## config.mk

```make
export PLATFORM = sky130hd
export DESIGN_NAME = game_state_controller
export DESIGN_NICKNAME = d
export VERILOG_FILES = /design/src/rtl/game_state_controller_pkg.sv /design/src/rtl/game_state_controller_frame_countdown.sv /design/src/rtl/game_state_controller.sv
export SDC_FILE = /design/constraint.sdc
export NUM_CORES = 1
export LEC_CHECK = 0
export ABC_AREA = 1
export CAP_MARGIN = 20
export CORE_MARGIN = 2
export CORE_UTILIZATION = 40
export CTS_BUF_LIST = sky130_fd_sc_hd__clkbuf_8 sky130_fd_sc_hd__clkbuf_16
export DETAILED_ROUTE_END_ITERATION = 8
export PLACE_DENSITY = 0.74
export SYNTH_ARGS = -nofsm -noshare
export SYNTH_HDL_FRONTEND = slang
export SYNTH_SLANG_ARGS = --single-unit
```

## constraint.sdc

```tcl
create_clock -name i_Clk -period 1.9 [get_ports i_Clk]
set_clock_uncertainty 0.2 [all_clocks]
set_input_delay 0.285 -clock i_Clk [delete_from_list [all_inputs] [get_ports i_Clk]]
set_output_delay 0.285 -clock i_Clk [all_outputs]
set_load 0.01 [all_outputs]
```

## src/rtl/game_state_controller_pkg.sv

```systemverilog
// game_state_controller_pkg: shared game-flow encodings, widths and frog start position
package game_state_controller_pkg;
  typedef enum logic [1:0] {IDLE = 2'd0, PLAY = 2'd1, DYING = 2'd2, OVER = 2'd3} state_t;
  localparam int LIVES_W = 2;
  localparam int LEVEL_W = 4;
  localparam logic [9:0] FROG_START_X = 10'd304;
  localparam logic [8:0] FROG_START_Y = 9'd448;
  function automatic logic [LEVEL_W-1:0] sat_inc(input logic [LEVEL_W-1:0] v);
    return v + LEVEL_W'(~&v);
  endfunction
endpackage

```

## src/rtl/game_state_controller_frame_countdown.sv

```systemverilog
// frame_countdown: loadable down-counter stepped by tick, zero flags the terminal tick
module frame_countdown #(
  parameter int W = 8
) (
  input  logic         clk,
  input  logic         rst,
  input  logic         load,
  input  logic [W-1:0] load_val,
  input  logic         tick,
  output logic         zero
);
  logic [W-1:0] cnt_q, cnt_d;
  always_comb begin
    zero  = tick && !load && cnt_q == W'(1);
    cnt_d = load ? load_val : (tick && cnt_q != '0) ? cnt_q - W'(1) : cnt_q;
  end
  always_ff @(posedge clk) cnt_q <= rst ? '0 : cnt_d;
endmodule

```

## src/rtl/game_state_controller.sv

```systemverilog
// game_state_controller: Frogger lives/level/death/game-over flow with respawn guard window
module game_state_controller
  import game_state_controller_pkg::*;
#(
  parameter int LIVES_INIT   = 3,
  parameter int DEATH_FRAMES = 60,
  parameter int WIN_Y        = 0,
  parameter int GUARD_CYCLES = 2
) (
  input  logic                i_Clk,
  input  logic                i_Reset,
  input  logic                i_Start,
  input  logic                i_Frame_Tick,
  input  logic                i_Has_Collided,
  input  logic [8:0]          i_Frog_Y,
  output logic [1:0]          o_State,
  output logic [LIVES_W-1:0]  o_Lives,
  output logic [LEVEL_W-1:0]  o_Level,
  output logic                o_Freeze,
  output logic                o_Frog_Respawn,
  output logic                o_Game_Over
);
  state_t               state_q, state_d;
  logic [LIVES_W-1:0]   lives_q, lives_d;
  logic [LEVEL_W-1:0]   level_q, level_d;
  logic                 respawn_q, respawn_d;
  logic [2:0]           guard_q, guard_d;
  logic                 armed, hit, win, start, death_zero;
  // the respawn cycle itself is also blind: the frog still sits at its old position
  always_comb begin
    armed     = state_q == PLAY && !respawn_q && guard_q == '0;
    hit       = armed && i_Has_Collided;
    win       = armed && !i_Has_Collided && i_Frog_Y <= 9'(WIN_Y);
    start     = i_Start && (state_q == IDLE || state_q == OVER);
    guard_d   = respawn_q ? 3'(GUARD_CYCLES) : guard_q - 3'(|guard_q);
    state_d   = state_q;
    lives_d   = lives_q;
    level_d   = level_q;
    respawn_d = 1'b0;
    if (start) begin
      state_d   = PLAY;
      lives_d   = LIVES_W'(LIVES_INIT);
      level_d   = '0;
      respawn_d = 1'b1;
    end else if (hit) begin
      state_d = DYING;
      lives_d = lives_q - LIVES_W'(|lives_q);
    end else if (win) begin
      level_d   = sat_inc(level_q);
      respawn_d = 1'b1;
    end else if (state_q == DYING && death_zero) begin
      state_d   = lives_q == '0 ? OVER : PLAY;
      respawn_d = lives_q != '0;
    end
  end
  always_ff @(posedge i_Clk) begin
    if (i_Reset) begin
      state_q   <= IDLE;
      lives_q   <= LIVES_W'(LIVES_INIT);
      level_q   <= '0;
      respawn_q <= 1'b0;
      guard_q   <= '0;
    end else begin
      state_q   <= state_d;
      lives_q   <= lives_d;
      level_q   <= level_d;
      respawn_q <= respawn_d;
      guard_q   <= guard_d;
    end
  end
  frame_countdown #(.W(8)) u_death (
    .clk      (i_Clk),
    .rst      (i_Reset),
    .load     (hit),
    .load_val (8'(DEATH_FRAMES)),
    .tick     (i_Frame_Tick && state_q == DYING),
    .zero     (death_zero)
  );
  assign o_State        = state_q;
  assign o_Lives        = lives_q;
  assign o_Level        = level_q;
  assign o_Frog_Respawn = respawn_q;
  assign o_Freeze       = state_q != PLAY;
  assign o_Game_Over    = state_q == OVER;
endmodule
```

# Word level (Yosys, flattened, before mapping)
# Cells that the tools add are included.
dict set report totals {
  word_cells 67
  regBits 20
  out_inout_bits 11
  input_bits 14
}
dict set report op_classes {
  magnitude_cmp 1
  n_bitwise 1
  n_reduce_logical 33
  muxes 12
  n_eq_ne 7
  add_sub_neg 4
}
# cell n
set op_table {}
lappend op_table {{$mux 6} 2}
lappend op_table {{$logic_and 1x1->1} 11}
lappend op_table {{$mux 2} 5}
lappend op_table {{$le 9x1->1 const B} 1}
lappend op_table {{$eq 8x1->1 const B} 1}
lappend op_table {{$reduce_bool 8->1} 1}
lappend op_table {{$reduce_or 2->1} 4}
lappend op_table {{$sub 8x1->8 const B} 1}
lappend op_table {{$reduce_and 2->1} 3}
lappend op_table {{$reduce_bool 2->1} 3}
lappend op_table {{$mux 1} 5}
lappend op_table {{$add 4x1->4} 1}
lappend op_table {{$eq 2x2->1 const B} 2}
lappend op_table {{$logic_not 1->1} 4}
lappend op_table {{$logic_not 2->1} 2}
lappend op_table {{$ne 2x1->1 const B} 2}
lappend op_table {{$reduce_and 4->1} 1}
lappend op_table {{$logic_not 3->1} 1}
lappend op_table {{$ne 3x1->1 const B} 1}
lappend op_table {{$reduce_bool 3->1} 1}
lappend op_table {{$reduce_or 3->1} 1}
lappend op_table {{$sub 3x1->3} 1}
lappend op_table {{$eq 2x1->1 const B} 1}
lappend op_table {{$sub 2x1->2} 1}
lappend op_table {{other kinds (2)} 2}

# Depth between registers and ports, before layout
# Gate-level depths: netlist (run 1).
dict set report logic_depth {
  word_depth 12
  depth_mapped 10
  ltp_nobuf 10
}

# Modules after synthesis
# Synthesis (run 1) repeated with hierarchy kept, for this count alone.
dict set report unflattened {
  cells_unflattened 184
  area_unflattened_um2 1267.5
}
# mod instances seq_area_each_um2 area_each_um2 cells_per_inst
set by_module_without_submodules {}
lappend by_module_without_submodules {game_state_controller 1 240.2 678.2 92}
lappend by_module_without_submodules {frame_countdown 1 160.2 589.3 92}

# Least setup slack after synthesis (run 1)
# No wires, ideal clock.
dict set report synth_path {
  kind {register to register}
  from {register state_q[0], in the netlist o_State[0]}
  to {register u_death.cnt_q[5]}
  stages_incl_launch_ff 10
  setup_time_ns 0.109
  period_less_slack_ns 1.589
  slack_ns 0.311
  path_buffers 1
  t_required_ns 1.591
  arrival_ns 1.280
  path_cell_list {dfxtp_1 > ha_1 > nand2_1 > nor2_4 > nand2_1 > buf_4 > nand3_1 > nand3_1 > nand2_1 > inv_1}
}
dict set report synth_between {
  elab_chain_len 5
  word_cells_on_any_way 9
  classes_between {eq/ne: 2; mux: 1; reduce/logical: 6}
}
# item line_no
set synth_lines {}
lappend synth_lines {{start, declared} game_state_controller.sv:23} ;# state_t state_q, state_d;
lappend synth_lines {{start signal, assigned} game_state_controller.sv:64} ;# state_q <= state_d;
lappend synth_lines {{$eq 2x1->1} game_state_controller.sv:31} ;# armed = state_q == PLAY && !respawn_q && guard_q == '0;
lappend synth_lines {{$logic_and 1x1->1 (2 in series)} game_state_controller.sv:31}
lappend synth_lines {{$logic_and 1x1->1} game_state_controller.sv:32} ;# hit = armed && i_Has_Collided;
lappend synth_lines {{$mux 6 / $reduce_bool 2->1 (equally long branches)} -}
lappend synth_lines {{end signal, assigned} game_state_controller_frame_countdown.sv:17} ;# always_ff @(posedge clk) cnt_q <= rst ? '0 : cnt_d;
lappend synth_lines {{end, declared} game_state_controller_frame_countdown.sv:12} ;# logic [W-1:0] cnt_q, cnt_d;
# Several ways; a longest one is shown, not always the timed one.
# A chain may end at the register's enable or synchronous reset.

# Worst setup path after layout (run 1)
dict set report layout_path {
  from {register state_q[0], in the netlist o_State[0]}
  to {output o_State[0]}
}
# item line_no
set layout_lines {}
lappend layout_lines {{end, declared} game_state_controller.sv:16} ;# output logic [1:0] o_State,
# No word-level cell between the ends.

==> results by stage, run 1 <==
Setup path:
- The count of buffering cells on the critical path with inverters included is 2.
- The biggest fanout along the worst timing path is 3.
- Walking the worst path, the cells encountered are buf_4 > clkdlybuf4s50_1.
- The family with the most delay on the worst path is buffers and inverters.
- The worst register-to-register path ends at u_death.cnt_q[5]$_SDFFE_PP0P_.
- On the worst path, the slowest cell contributes a delay of 0.53 ns.
- The slowest stage of the critical path is the clkdlybuf4s50_1 cell.
- The sort of element at the end of the critical path is an output pin.
- The arrival time at the worst endpoint is 1.26 ns.
- STA classifies the critical path startpoint as a register.
- The critical path is of the reg2out type.
- In this run the critical register-to-register path is launched from u_death.cnt_q[0]$_SDFFE_PP0P_.
- The required time of the critical path is 1.41 ns.
- For the worst flop-to-flop path, the logic depth is 9.
- The internal reg-to-reg setup slack is 0.17 ns.

Clock tree:
- The number of buffers added for setup after CTS is 0.
- The H-tree depth is 1.
- No sink is reached through more buffers than the 2 on the longest clock path.
- CTS placed an instance of clkbuf_8 at the clock tree root.
- The count of hold buffers inserted by post-cts repair is 0.
- Clock latency on the worst-skew pair, taken at its later pin, is 0.26 ns.
- TritonCTS built the clock tree.
- Post-CTS repair changed the size of 3 cells.
- The total CTS buffers is 3.
- The clock sink count is 20.
- Clock-pin slew was measured on the worst setup and hold paths at 0.07 ns.

Outcome:
- The run finished with clean final reports.

Route:
- In this run, the number of DRC markers left after iteration 0 of detailed routing was 14.
- The detail route stage leaves a number of antenna-violating nets equal to 0.
- The number of vias in the routed layout is 1073.
- The aggregate routed wire length is 2350 µm.
- For this run, design rule violations remaining after detail routing come to 0.
- In the final routed layout, each cell accounts on average for 10.1 µm.
- In the routed layout, each cell is associated on average with a via count of 4.61.
- The first detailed-routing pass ran for 4 iterations.

Final layout:
- The count of placed standard cells in the final layout, fillers left out is 233.
- Of the cells placed in the final design, the portion with a size suffix greater than 1 is 0.0792.
- The count of nets after finishing is 226.
- The final cell area excluding filler cells is 1530 µm².
- The area growth from synthesis to layout is 32.2%.
- The final antenna diode count is 0.
- The filler cells instantiated in the layout total 280.

Synth:
- The count of flip-flops with a built-in enable after synthesis is 0.
- Sorting the synthesized cells by how often they occur yields nand2_1 (42), nor2_1 (30), inv_1 (24).
- The total standard cell area after synthesis is 1150 µm².
- The post-synthesis area per instance is 6.75 µm².
- The synthesized design spends more area on one cell type than any other, namely dfxtp_1.
- Yosys mapped the design onto 21 distinct sky130hd cell types.
- The sequential cell area fraction in the yosys report is 0.347.
- The most common cell in the synthesized netlist is nand2_1.
- Synthesis handed over a netlist of 171 instances.
- In the post-synthesis netlist, the biggest area contributors are dfxtp_1 (35%), nand2_1 (14%), ha_1 (9.8%).
- The synthesis warning total is 0.
- The fraction of synthesis flops using an asynchronous set or reset pin is 0.
- The main flop type after synthesis is dfxtp_1.
- The fraction of synthesized cell area taken by the top area cell type is 0.347.
- Counting flops and latches in the post-synthesis netlist gives 20.
- The net count after synthesis is 194.

Min path:
- In this run the worst hold path is classified as reg2reg.
- The worst hold path terminates at guard_q[0]$_SDFF_PP0_.
- The number of stages on the worst hold path is 1.
- The startpoint of the worst hold path is o_Frog_Respawn$_SDFF_PP0_.

Placement:
- At the placement stage, the worst setup path has a slack of 0.0872 ns.
- Detailed placement finished with a half-perimeter wire length of 1870 µm.
- The routability-driven placement congestion ratio is 0.810.
- The number of port buffers is 24.
- The number of placed cells counting well taps is 229.
- In this run the cell area measured after placement is 1470 µm².

Timing:
- The hold violation total from the final report is 0.
- Setup repair after global routing left no endpoint under its margin.
- The top achievable clock speed is 574 MHz.
- The worst path in the final design needs a cycle of 1.74 ns, including I/O delays and setup.
- The portion of the clock cycle consumed by the worst path in the final layout is 0.916.
- The count of final setup violators is 0.
- At the pin with the least slew margin, the transition time is 0.284 ns.
- The setup TNS is 0 ns.
- The worst-case setup margin in the final layout is 0.159 ns.
- Measured against its own limit, the worst slew margin works out to 0.811.
- The count of pins over their slew limit is 0.

Global routing:
- The number of antenna violations at the first check in global routing is 0.
- The via count of the first global-routing pass is 954.
- The global router's overall resource usage is 0.154.
- Entering global routing, the biggest net connects 14 pins.
- The wire length of the first global-routing pass is 3990 µm.
- Global routing finished with a remaining overflow of 0.

Floorplan:
- The die width is 57.7 µm.
- The starting utilization of the core area is 0.418.
- From bottom edge to top edge, the die measures 57.7 µm.
- The core region is 2760 µm².
- The number of cell rows is 19.
- In this run the count of I/O pins placed on the die edge is 25.
- The total die area is 3330 µm².

Power:
- The leakage dissipation is 0.000715 µW.
- The maximum resistive drop on vdd is 0.000541 V.
- The total power is 1370 µW.
- Dividing total power by cell area gives a power density of 901 nW/µm².

Run:
- Across the run, the number of max-cap violations was 0.
[power breakdown]
part,total (µW),internal (µW),switching (µW)
combinational,527,245,281
clock,326,185,141
sequential,521,476,45.1
total,1370,906,468
[worst register-to-register path, stage by stage (launching register included)]
cell and delay, ns:
dfxtp_1 0.36, inv_1 0.12, ha_1 0.28, nand2_2 0.13
nor2_1 0.07, nor2_2 0.24, nand3_1 0.11, nand3_1 0.09
nand2_1 0.05, inv_1 0.04
[stage by stage]
step	utilization	hold slack, ns
final	0.553	0.285
after global routing	0.553	0.299
after CTS	0.553	0.284
after detailed placement	0.534	0.273
after global placement	0.534	0.266
after floorplan	-	0.262
[cells by family (layout without fill, tap and decap cells)]
family	after synthesis	count (layout)	synth area share
buffers and inverters	26	57	0.0879
XOR/XNOR	4	4	0.0304
AO/OA/AOI/OAI	17	17	0.0889
AND/OR/NAND/NOR	95	95	0.348
flip-flops	20	20	0.347
adder cells (fa/ha/maj)	9	9	0.0976
[cell type report]
type	count	area (µm²)	area share
multi-input cells	125	652	0.427
flip-flops and latches	20	402	0.263
repair buffers	29	288	0.189
inverters	24	90.1	0.0591
clock buffers	4	55.1	0.0361
well taps	31	38.8	0.0254
[per-layer routing]
layer	track usage	part of all wire	up-vias
met1	0.213	0.51	459
met3	0.0156	0.024	5
met5	0	0	-
met4	0.0897	0.024	0
met2	0.234	0.44	13
li1	-	-	596
[flip-flops by register name (all words and copies together) (netlist names)]
signal / flops
o_Frog_Respawn: 1
u_death.cnt_q: 8
o_Level: 4
o_State: 2
guard_q: 3
o_Lives: 2
[cells in the final DEF (no fill, tap or decap), types with 2 or more instances in the layout]
cell type	netlist	final
dlygate4sd2_1	0	2
dfxtp_1	20	19
ha_1	9	9
xnor2_1	2	2
nor3_1	3	3
clkbuf_8	0	4
nand4_1	3	3
inv_1	24	24
nand2_2	2	2
buf_4	1	4
nand3_1	11	11
o21ai_0	7	7
xor2_1	2	2
nor2_2	2	2
nor2_1	30	30
clkdlybuf4s50_1	0	22
a21oi_1	7	7
nand2_1	42	42
[worst max-delay path by stage]
stage / from / end / slack [ns] / cells past startpoint
after global placement: i_Has_Collided / o_State[1]$_SDFFE_PP0P_ / 0.12 / 9
after CTS: o_State[0]$_SDFFE_PP0P_ / o_State[0] / 0.14 / 2
final: o_State[0]$_SDFFE_PP0P_ / o_State[0] / 0.16 / 2
after global routing: u_death.cnt_q[0]$_SDFFE_PP0P_ / u_death.cnt_q[5]$_SDFFE_PP0P_ / 0.003 / 9
after detailed placement: i_Has_Collided / o_State[0]$_SDFFE_PP0P_ / 0.09 / 9
after floorplan: o_State[0]$_SDFFE_PP0P_ / u_death.cnt_q[5]$_SDFFE_PP0P_ / 0.31 / 9
No activity file was read; power rests on OpenSTA's default activity.
==> run 2: changes to the inputs <==
Settings changed: CTS_BUF_LIST sky130_fd_sc_hd__clkbuf_8 sky130_fd_sc_hd__clkbuf_16 to sky130_fd_sc_hd__clkbuf_8.
==> results of run 2 <==
No change in the layout: final DEF, timing and power equal those of run 1.
==> run 3: changes to the inputs <==
Settings changed: ABC_CLOCK_PERIOD_IN_PS set to 1900.
==> results of run 3 <==
No change in the layout: final DEF, timing and power equal those of run 1.
